--- config.mk ---
export PLATFORM = sky130hd
export DESIGN_NAME = led_seq_ctrl_flat
export DESIGN_NICKNAME = d
export VERILOG_FILES = /design/src/rtl/led_pkg.sv /design/src/rtl/led_seq_ctrl_if.sv /design/src/rtl/led_seq_ctrl_tick_gen.sv /design/src/rtl/led_seq_ctrl.sv /design/src/flat_wrapper.sv
export SDC_FILE = /design/constraint.sdc
export NUM_CORES = 1
export LEC_CHECK = 0
export CAP_MARGIN = 5
export CORE_UTILIZATION = 48
export CTS_BUF_LIST = sky130_fd_sc_hd__clkbuf_4 sky130_fd_sc_hd__clkbuf_8 sky130_fd_sc_hd__clkbuf_16
export CTS_CLUSTER_SIZE = 10
export DETAILED_ROUTE_END_ITERATION = 10
export GPL_ROUTABILITY_DRIVEN = 0
export HOLD_SLACK_MARGIN = 0.1
export PLACE_DENSITY = 0.7
export SYNTH_ARGS = -nofsm -noshare
export SYNTH_HDL_FRONTEND = slang
export SYNTH_HIERARCHICAL = 1
export SYNTH_SLANG_ARGS = --single-unit
--- constraint.sdc ---
create_clock -name clk -period 2.67 [get_ports clk]
set_input_delay 0.534 -clock clk [delete_from_list [all_inputs] [get_ports clk]]
set_output_delay 0.534 -clock clk [all_outputs]
set_load 0.005 [all_outputs]
--- src/rtl/led_pkg.sv ---
// Shared encodings and initial-pattern constants for the LED sequencer.
// Imported by the command interface users and the sequencer itself.
package led_pkg;

  typedef enum logic [1:0] {
    MODE_OFF    = 2'd0,
    MODE_BLINK  = 2'd1,
    MODE_CHASE  = 2'd2,
    MODE_BOUNCE = 2'd3
  } mode_t;

  typedef enum logic [2:0] {
    S_OFF    = 3'd0,
    S_LOAD   = 3'd1,
    S_BLINK  = 3'd2,
    S_CHASE  = 3'd3,
    S_BOUNCE = 3'd4
  } state_t;

  localparam logic [7:0] LED_ALL_OFF = 8'h00;
  localparam logic [7:0] LED_ALL_ON  = 8'hFF;
  localparam logic [7:0] LED_FIRST   = 8'h01;
  localparam logic [7:0] LED_LAST    = 8'h80;

  function automatic logic [7:0] init_pattern(input mode_t m);
    case (m)
      MODE_BLINK:  return LED_ALL_ON;
      MODE_CHASE:  return LED_FIRST;
      MODE_BOUNCE: return LED_FIRST;
      default:     return LED_ALL_OFF;
    endcase
  endfunction

  function automatic state_t run_state(input mode_t m);
    case (m)
      MODE_BLINK:  return S_BLINK;
      MODE_CHASE:  return S_CHASE;
      MODE_BOUNCE: return S_BOUNCE;
      default:     return S_OFF;
    endcase
  endfunction

endpackage

--- src/rtl/led_seq_ctrl_if.sv ---
// Command channel into the LED sequencer: mode/period under valid/ready.
interface led_seq_ctrl_if #(
  parameter int PERIOD_W = 10
);
  logic                cmd_valid;
  logic                cmd_ready;
  logic [1:0]          cmd_mode;
  logic [PERIOD_W-1:0] cmd_period;

  modport master (
    output cmd_valid,
    output cmd_mode,
    output cmd_period,
    input  cmd_ready
  );

  modport slave (
    input  cmd_valid,
    input  cmd_mode,
    input  cmd_period,
    output cmd_ready
  );
endinterface

--- src/rtl/led_seq_ctrl_tick_gen.sv ---
// Base-tick prescaler: one-cycle strobe every TICK_DIV clocks, restartable by clear.
module tick_gen #(
  parameter int TICK_DIV = 50000
) (
  input  logic clk,
  input  logic rst_n,
  input  logic clear,
  output logic tick
);

  localparam int            CW   = (TICK_DIV > 1) ? $clog2(TICK_DIV) : 1;
  localparam logic [CW-1:0] LAST = CW'(TICK_DIV - 1);

  logic [CW-1:0] presc;

  always_ff @(posedge clk or negedge rst_n) begin
    if (!rst_n) begin
      presc <= '0;
    end else if (clear || presc == LAST) begin
      presc <= '0;
    end else begin
      presc <= presc + 1'b1;
    end
  end

  assign tick = (presc == LAST) && !clear;

endmodule

--- src/rtl/led_seq_ctrl.sv ---
// Commandable pattern engine for the 8-LED bank: OFF, BLINK, CHASE, BOUNCE,
// stepped every period base ticks.
module led_seq_ctrl
  import led_pkg::*;
#(
  parameter int TICK_DIV = 50000,
  parameter int PERIOD_W = 10
) (
  input  logic                 clk,
  input  logic                 rst_n,
  led_seq_ctrl_if.slave        cmd,
  output logic [8:1]           led,
  output logic                 step_pulse
);

  localparam logic [PERIOD_W-1:0] ONE = PERIOD_W'(1);

  state_t              state;
  mode_t               mode_q;
  logic [PERIOD_W-1:0] period_q;
  logic [PERIOD_W-1:0] step_cnt;
  logic                dir_down;
  logic                ready_q;

  logic                accept;
  logic                tick_clear;
  logic                tick;
  logic                running;
  logic                step_evt;
  logic [7:0]          chase_nxt;
  logic [7:0]          bounce_nxt;

  assign cmd.cmd_ready = ready_q;
  assign accept        = cmd.cmd_valid & ready_q;

  // Timebase restarts on accept and again on the load cycle, so the first
  // step lands a full period after the initial pattern appears.
  assign tick_clear = accept | (state == S_LOAD);

  tick_gen #(
    .TICK_DIV (TICK_DIV)
  ) u_tick (
    .clk   (clk),
    .rst_n (rst_n),
    .clear (tick_clear),
    .tick  (tick)
  );

  assign running  = (state == S_BLINK) || (state == S_CHASE) || (state == S_BOUNCE);
  assign step_evt = running && tick && (step_cnt == period_q - ONE);

  assign chase_nxt  = {led[7:1], led[8]};
  assign bounce_nxt = dir_down ? {1'b0, led[8:2]} : {led[7:1], 1'b0};

  always_ff @(posedge clk or negedge rst_n) begin
    if (!rst_n) begin
      step_cnt <= '0;
    end else if (tick_clear || step_evt) begin
      step_cnt <= '0;
    end else if (running && tick) begin
      step_cnt <= step_cnt + ONE;
    end
  end

  always_ff @(posedge clk or negedge rst_n) begin
    if (!rst_n) begin
      state      <= S_OFF;
      mode_q     <= MODE_OFF;
      period_q   <= '0;
      dir_down   <= 1'b0;
      ready_q    <= 1'b1;
      led        <= LED_ALL_OFF;
      step_pulse <= 1'b0;
    end else begin
      step_pulse <= 1'b0;
      if (accept) begin
        // A new command aborts whatever pattern is running, same mode included.
        mode_q   <= mode_t'(cmd.cmd_mode);
        period_q <= (cmd.cmd_period == '0) ? ONE : cmd.cmd_period;
        state    <= S_LOAD;
        ready_q  <= 1'b0;
      end else begin
        case (state)
          S_LOAD: begin
            led      <= init_pattern(mode_q);
            dir_down <= 1'b0;
            state    <= run_state(mode_q);
            ready_q  <= 1'b1;
          end
          S_OFF: begin
            led <= LED_ALL_OFF;
          end
          S_BLINK: begin
            if (step_evt) begin
              led        <= ~led;
              step_pulse <= 1'b1;
            end
          end
          S_CHASE: begin
            if (step_evt) begin
              led        <= chase_nxt;
              step_pulse <= 1'b1;
            end
          end
          S_BOUNCE: begin
            if (step_evt) begin
              led        <= bounce_nxt;
              step_pulse <= 1'b1;
              // Flip on reaching an end so each end LED is lit for one step only.
              if (bounce_nxt == LED_LAST) begin
                dir_down <= 1'b1;
              end else if (bounce_nxt == LED_FIRST) begin
                dir_down <= 1'b0;
              end
            end
          end
          default: begin
            state   <= S_OFF;
            ready_q <= 1'b1;
          end
        endcase
      end
    end
  end

endmodule

--- src/flat_wrapper.sv ---
// flat-port wrapper written by rule: the top's interface ports become plain ports
module led_seq_ctrl_flat import led_pkg::*;
#(
  parameter int TICK_DIV = 50000,
  parameter int PERIOD_W = 10
)
  (clk, rst_n, led, step_pulse, cmd_cmd_valid, cmd_cmd_mode, cmd_cmd_period, cmd_cmd_ready);
  led_seq_ctrl_if #(.PERIOD_W(PERIOD_W)) cmd_i ();
  input  logic clk;
  input  logic rst_n;
  output logic [8:1] led;
  output logic step_pulse;
  input wire logic [$bits(cmd_i.cmd_valid)-1:0] cmd_cmd_valid;
  input wire logic [$bits(cmd_i.cmd_mode)-1:0] cmd_cmd_mode;
  input wire logic [$bits(cmd_i.cmd_period)-1:0] cmd_cmd_period;
  output wire logic [$bits(cmd_i.cmd_ready)-1:0] cmd_cmd_ready;
  assign cmd_i.cmd_valid = cmd_cmd_valid;
  assign cmd_i.cmd_mode = cmd_cmd_mode;
  assign cmd_i.cmd_period = cmd_cmd_period;
  assign cmd_cmd_ready = cmd_i.cmd_ready;
  led_seq_ctrl #(.TICK_DIV(TICK_DIV), .PERIOD_W(PERIOD_W)) u_core (.clk(clk), .rst_n(rst_n), .cmd(cmd_i), .led(led), .step_pulse(step_pulse));
endmodule
==> results of run 1 <==
## worst register-to-register path, cell delays in order (launching register included)
cell and delay (ps):
dfrtp_1 450, or3_1 430, or4_1 480, a21boi_1 210, o2111ai_1 180, o21ai_2 140, buf_4 180, mux2_2 340
## where the power goes
| part | leakage (nW) | internal (mW) | switching [mW] |
|---|---|---|---|
| sequential | 0.683 | 0.979 | 0.269 |
| clock | 0.0479 | 0.221 | 0.263 |
| combinational | 0.761 | 0.738 | 0.691 |
| total | 1.49 | 1.94 | 1.22 |
## metal layers
metal,up-vias,global-route usage,share of wire
met5,-,0,0
met3,8,0.0363,0.043
met2,50,0.370,0.48
li1,1214,-,-
met1,1187,0.299,0.47
met4,0,0.0614,0.014
## layout make-up
cell class              instances  area (um^2)
fillers                       525         2370
flip-flops and latches         52         1300
repair buffers                 48          428
clock inverters                 1         7.51
well taps                      75         93.8
multi-input cells             246         1720
inverters                      11         41.3
clock buffers                   7         90.1
## cell families (layout without fill, tap and decap cells)
group | after synthesis | after routing | share of synthesized area
buffers and inverters | 21 | 67 | 0.0284
and+or+nand+nor | 126 | 126 | 0.224
muxes | 22 | 22 | 0.0799
AOI/OAI and AO/OA | 55 | 55 | 0.115
DFF | 52 | 52 | 0.422
xor gates and xnor gates | 36 | 36 | 0.102
adders and majority gates | 7 | 7 | 0.0284
## layout by cell type (no fill, tap or decap), drive strengths merged, types with 2 or more instances in the layout
cell type and instances:
nor3 10, buf 25, clkdlybuf4s50 23, mux2 21, nand4 9, nor3b 3
nand2b 5, a221oi 2, xnor2 26, nand2 14, nor4b 2, nor2b 4
or3 4, a21oi 18, nand3 9, clkbuf 7, o21ai 19, a211o 2
ha 7, o31ai 2, dfrtp 51, or4 5, xor2 10, a21boi 2
nor2 48, inv 11, nor4 6
## registers in the layout, summed over array words and instances (netlist names)
name                  cells
u_core/u_tick/presc      16
u_core/mode_q             2
u_core/period_q          10
u_core/dir_down           1
u_core/led                8
u_core/state              3
u_core/step_pulse         1
u_core/cmd.cmd_ready      1
u_core/step_cnt          10
## worst max path at each step
stage | to | from | depth (start not counted) | slack, ps
floorplan | u_core/led[1] | u_core/u_tick/presc[0] | 10 | 60
global placement | u_core/led[7] | cmd_cmd_valid | 10 | 4
detailed placement | u_core/led[8] | cmd_cmd_valid | 10 | -30
CTS | u_core/led[8] | u_core/u_tick/presc[1] | 11 | 20
global route | u_core/dir_down | u_core/period_q[2] | 6 | 20
finish | u_core/led[7] | u_core/period_q[2] | 7 | 150
## per-stage QoR
stage,setup TNS (ps),setup WS (ps),power [mW],hold slack [ps],util
floorplan,0,58.4,2.14,238,-
global placement,0,4.42,2.65,490,0.588
detailed placement,-214,-31.7,2.67,490,0.588
CTS,0,17.0,3.17,198,0.604
global route,0,20.5,3.40,217,0.608
finish,0,151,3.16,186,0.608
==> reports/qor.yml, run 1 <==
dieArea_um2: 6760
syn_inst: 319
finalWirelength_um: 6680
path_max_fanout: 8
stdcell_count: 440
core_um2: 6060
drcViolationCount: 0
grt_overflow: 0
finalSetupViolations: 0
placed_cells: 432
final.setup_skew_ps: 7.28
synth.avg_cell_area_um2: 9.68
cts_sinks: 52
place_area_um2: 3560
synth_nets: 341
grt_max_degree: 33
start_util: 0.509
timing.rr.end: "u_core/led[7]"
cts_root_buffer: "clkbuf_8"
htree_levels: 2
hp-class: "input port to asynchronous set/reset pin"
async_flop_share: 1.00
synth_ff_type: "dfrtp_1"
finalCritPeriodShare: 0.943
wire_per_inst_um: 15.2
rows: 28
worstReg2RegStart: "u_core/period_q[2]"
yosys-top-cells-area: "dfrtp_1, mux2_2, xnor2_1"
design_area_um2: 3690
crit_path_max_incr_delay_ps: 470
ys_types: 56
cts_tree: "built"
num_io_pins: 25
outcome: "completed"
clk-insertion-delay-late_ps: 300
hold_viol: 0
synthMostInstantiatedCell: "dfrtp_1"
cts_setup_buffers: 0
post-synth-top-area-fraction: 0.413
die_w_um: 82.2
critical_path_buf_inv_count: 1
slew_headroom: 0.674
gr-usage-all-layers: 0.223
ant_nets: 0
cts_resized: 0
period_minus_slack_ps: 2520
area_delta_synth_final_pct: 19.4
critPathCaptureType: "flop"
synth-seq-area-share: 0.422
grt_pass1_wl_um: 11300
critPathSlowestCell: "or4_1"
cp_cell_sequence: "or3_1 > or4_1 > a21boi_1 > o2111ai_1 > o21ai_2 > buf_4 > mux2_2"
cp.required_ps: 2860
slew_viol_final: 0
drive_gt1_frac: 0.205
cts_buffers: 5
tightest_slew_ps: 488
antenna_found_initial: 0
ir_drop_v: 0.000404
synth_area_um2: 3090
clock_path_buffers: 2
drv_cap: 0
io_buffers: 24
r2r_slack_ps: 150
rsz0062_at_grt: "no"
power_leakage_nw: 1.49
worst-r2r-cell-count: 7
place_hpwl_um: 4950
cp.arrival_ps: 2710
yosysTopAreaCell: "dfrtp_1"
max_freq_mhz: 397
cts.clk_slew.worst_paths_ps: 100
fin_nets: 386
grt_pass1_vias: 2408
ys_ff_latch: 52
vias_per_cell: 5.59
diodes: 0
hold_buffers: 0
vias: 2459
yosysWarningCount: 6
synth_edf_count: 0
crit_family: "simple AND/OR/NAND/NOR gates"
drt_iter0_drc: 104
drtPass1Iterations: 6
powerDensity_nw_per_um2: 858
synth.top_cells.by_count: "dfrtp_1, nor2_1, xnor2_1"
startpoint_type: "flop"
critical_path_class: "flop to flop"
die_h_um: 82.2
(Power assumes the default switching activity.)
==> run 2, diff against run 1 <==
--- a/config.mk
+++ b/config.mk
@@ -12,6 +12,7 @@
 export DETAILED_ROUTE_END_ITERATION = 10
 export GPL_ROUTABILITY_DRIVEN = 0
 export HOLD_SLACK_MARGIN = 0.1
+export MAX_ROUTING_LAYER = met4
 export PLACE_DENSITY = 0.7
 export SYNTH_ARGS = -nofsm -noshare
 export SYNTH_HDL_FRONTEND = slang
==> run 2 against run 1 <==
Clock skew decreased by 0.90 ps. Cell count unchanged. Critical path type unchanged. Sequential share of layout area unchanged. Clock power about the same. Worst hold slack improved by 1.0 ps. Flip-flop and latch count unchanged. Combinational power about the same. Routed wire length decreased by 0.13%.
==> reports/qor.yml, run 2 (synthesis results as in run 1) <==
setup_tns_ps: 0  # unchanged
cts_setup_buffers: 0  # unchanged
grt_pass1_vias: 2419  # was 2408
finalCritPeriodShare: 0.936  # was 0.943
layout_commonest_cell: "dfrtp_1"  # unchanged
cts_root_buffer: "clkbuf_8"  # unchanged
rsz0062_at_grt: "no"  # unchanged
start_util: 0.509  # unchanged
grt_pass1_wl_um: 11200  # was 11300 um
hold_buffers: 0  # unchanged
fin_nets: 386  # unchanged
critPathCaptureType: "flop"  # unchanged
drv_cap: 0  # unchanged
finalSetupViolations: 0  # unchanged
slew_headroom: 0.682  # was 0.674
outcome: "completed"  # unchanged
gr-usage-all-layers: 0.229  # was 0.223
die_h_um: 82.2  # unchanged
met2_usage: 0.373  # was 0.370
ir_drop_v: 0.000401  # was 0.000404 V
cts_tree: "built"  # unchanged
max_freq_mhz: 400  # was 397 MHz
wire_per_inst_um: 15.2  # about the same
htree_levels: 2  # unchanged
cts_buffers: 5  # unchanged
dieArea_um2: 6760  # unchanged
worst-r2r-cell-count: 7  # unchanged
grt_max_degree: 33  # unchanged
vias: 2471  # was 2459
startpoint_type: "flop"  # unchanged
slew_viol_final: 0  # unchanged
largest_reg_flops: 16  # unchanged
vias_per_cell: 5.62  # was 5.59
drive_gt1_frac: 0.205  # unchanged
period_minus_slack_ps: 2500  # was 2520 ps
regMostFlops: "u_core/u_tick/presc"  # unchanged
rows: 28  # unchanged
total_power_mw: 3.15  # was 3.16 mW
met3_usage: 0.0363  # unchanged
antenna_found_initial: 0  # unchanged
place_hpwl_um: 4950  # unchanged
grt_busiest_layer: "met2"  # unchanged
worstReg2RegStart: "u_core/period_q[2]"  # unchanged
hold_viol: 0  # unchanged
drtPass1Iterations: 4  # was 6
clk-insertion-delay-late_ps: 300  # about the same
grtUsageMet1: 0.295  # was 0.299
cp.required_ps: 2860  # about the same
fillers: 525  # unchanged
final.setup_skew_ps: 6.39  # was 7.28 ps
cts.clk_slew.worst_paths_ps: 90  # was 100 ps
path_max_fanout: 8  # unchanged
diodes: 0  # unchanged
cp.arrival_ps: 2690  # was 2710 ps
layout_common_cells: "dfrtp_1, nor2_1, xnor2_1, clkdlybuf4s50_1, buf_4"  # unchanged
largestRegisters: "u_core/u_tick/presc x16, u_core/period_q x10, u_core/step_cnt x10"  # unchanged
core_um2: 6060  # unchanged
die_w_um: 82.2  # unchanged
hp-class: "input port to asynchronous set/reset pin"  # unchanged
r2r_slack_ps: 170  # was 150 ps
io_buffers: 24  # unchanged
area_delta_synth_final_pct: 19.4  # unchanged
critical_path_class: "flop to flop"  # unchanged
grt_overflow: 0  # unchanged
drt_iter0_drc: 109  # was 104
drcViolationCount: 0  # unchanged
finalWirelength_um: 6670  # was 6680 um
clock_path_buffers: 2  # unchanged
tightest_slew_ps: 477  # was 488 ps
power_leakage_nw: 1.49  # unchanged
num_io_pins: 25  # unchanged
cts_sinks: 52  # unchanged
ant_nets: 0  # unchanged
startpoint: "u_core/period_q[2]"  # unchanged
timing.rr.end: "u_core/led[7]"  # unchanged
powerDensity_nw_per_um2: 856  # was 858 nW/um^2
-- run 2: cell counts in the layout (fill, tap and decap cells not counted) --
No cell type changed its count.
-- run 2: cell type report --
| class | instances | area (um^2) | share of cell area |
|---|---|---|---|
| tap | 75 | 93.8 | 0.0255 |
| inverter | 11 | 41.3 | 0.0112 |
| sequential | 52 | 1300 | 0.353 |
| clock inverter | 1 | 7.51 | 0.00204 |
| timing repair buffer | 48 | 428 | 0.116 |
| clock buffer | 7 | 90.1 | 0.0244 |
| multi-input combinational | 246 | 1720 | 0.467 |
-- run 2: metrics by stage --
step | hold WS [ps] | setup slack (ps) | utilization | std cells | area (um^2)
final | 187 | 172 | 0.608 | 440 | 3690
after global routing | 219 | 29.7 | 0.608 | 440 | 3690
after CTS | 198 | 17.0 | 0.604 | 440 | 3660
after detailed placement | 490 | -31.7 | 0.588 | 432 | 3560
after global placement | 490 | 4.42 | 0.588 | 432 | 3560
after floorplan | 238 | 58.4 | - | 319 | 3090
-- run 2: worst max path at each step --
stage | end | slack, ps | cells after the start
after floorplan | u_core/led[1] | 60 | 10
after global placement | u_core/led[7] | 4 | 10
after detailed placement | u_core/led[8] | -30 | 10
after CTS | u_core/led[8] | 20 | 11
after global routing | u_core/dir_down | 30 | 6
final | u_core/led[7] | 170 | 7
-- run 2: worst max-delay path: stages, from the launching register on --
cell	delay, ps
dfrtp_1	450
or3_1	430
or3_1	380
a221oi_2	280
nand4_2	170
o21ai_2	160
buf_4	180
mux2_2	340
-- run 2: what timing repair did --
| action | in CTS | in global routing |
|---|---|---|
| hold endpoints to repair | 0 | 0 |
| gates resized for setup | 0 | 7 |
| endpoints found under the setup margin | 0 | 19 |
-- run 2: routing by layer --
metal  part of all wire  up-vias
met5                  0        -
met1               0.47     1197
li1                   -     1217
met2               0.48       49
met3              0.039        8
met4              0.014        0
-- run 2: report_power, final --
part / internal (mW) / switching, mW / total [mW]
clock network: 0.221 / 0.260 / 0.481
logic: 0.738 / 0.690 / 1.43
registers: 0.979 / 0.267 / 1.25
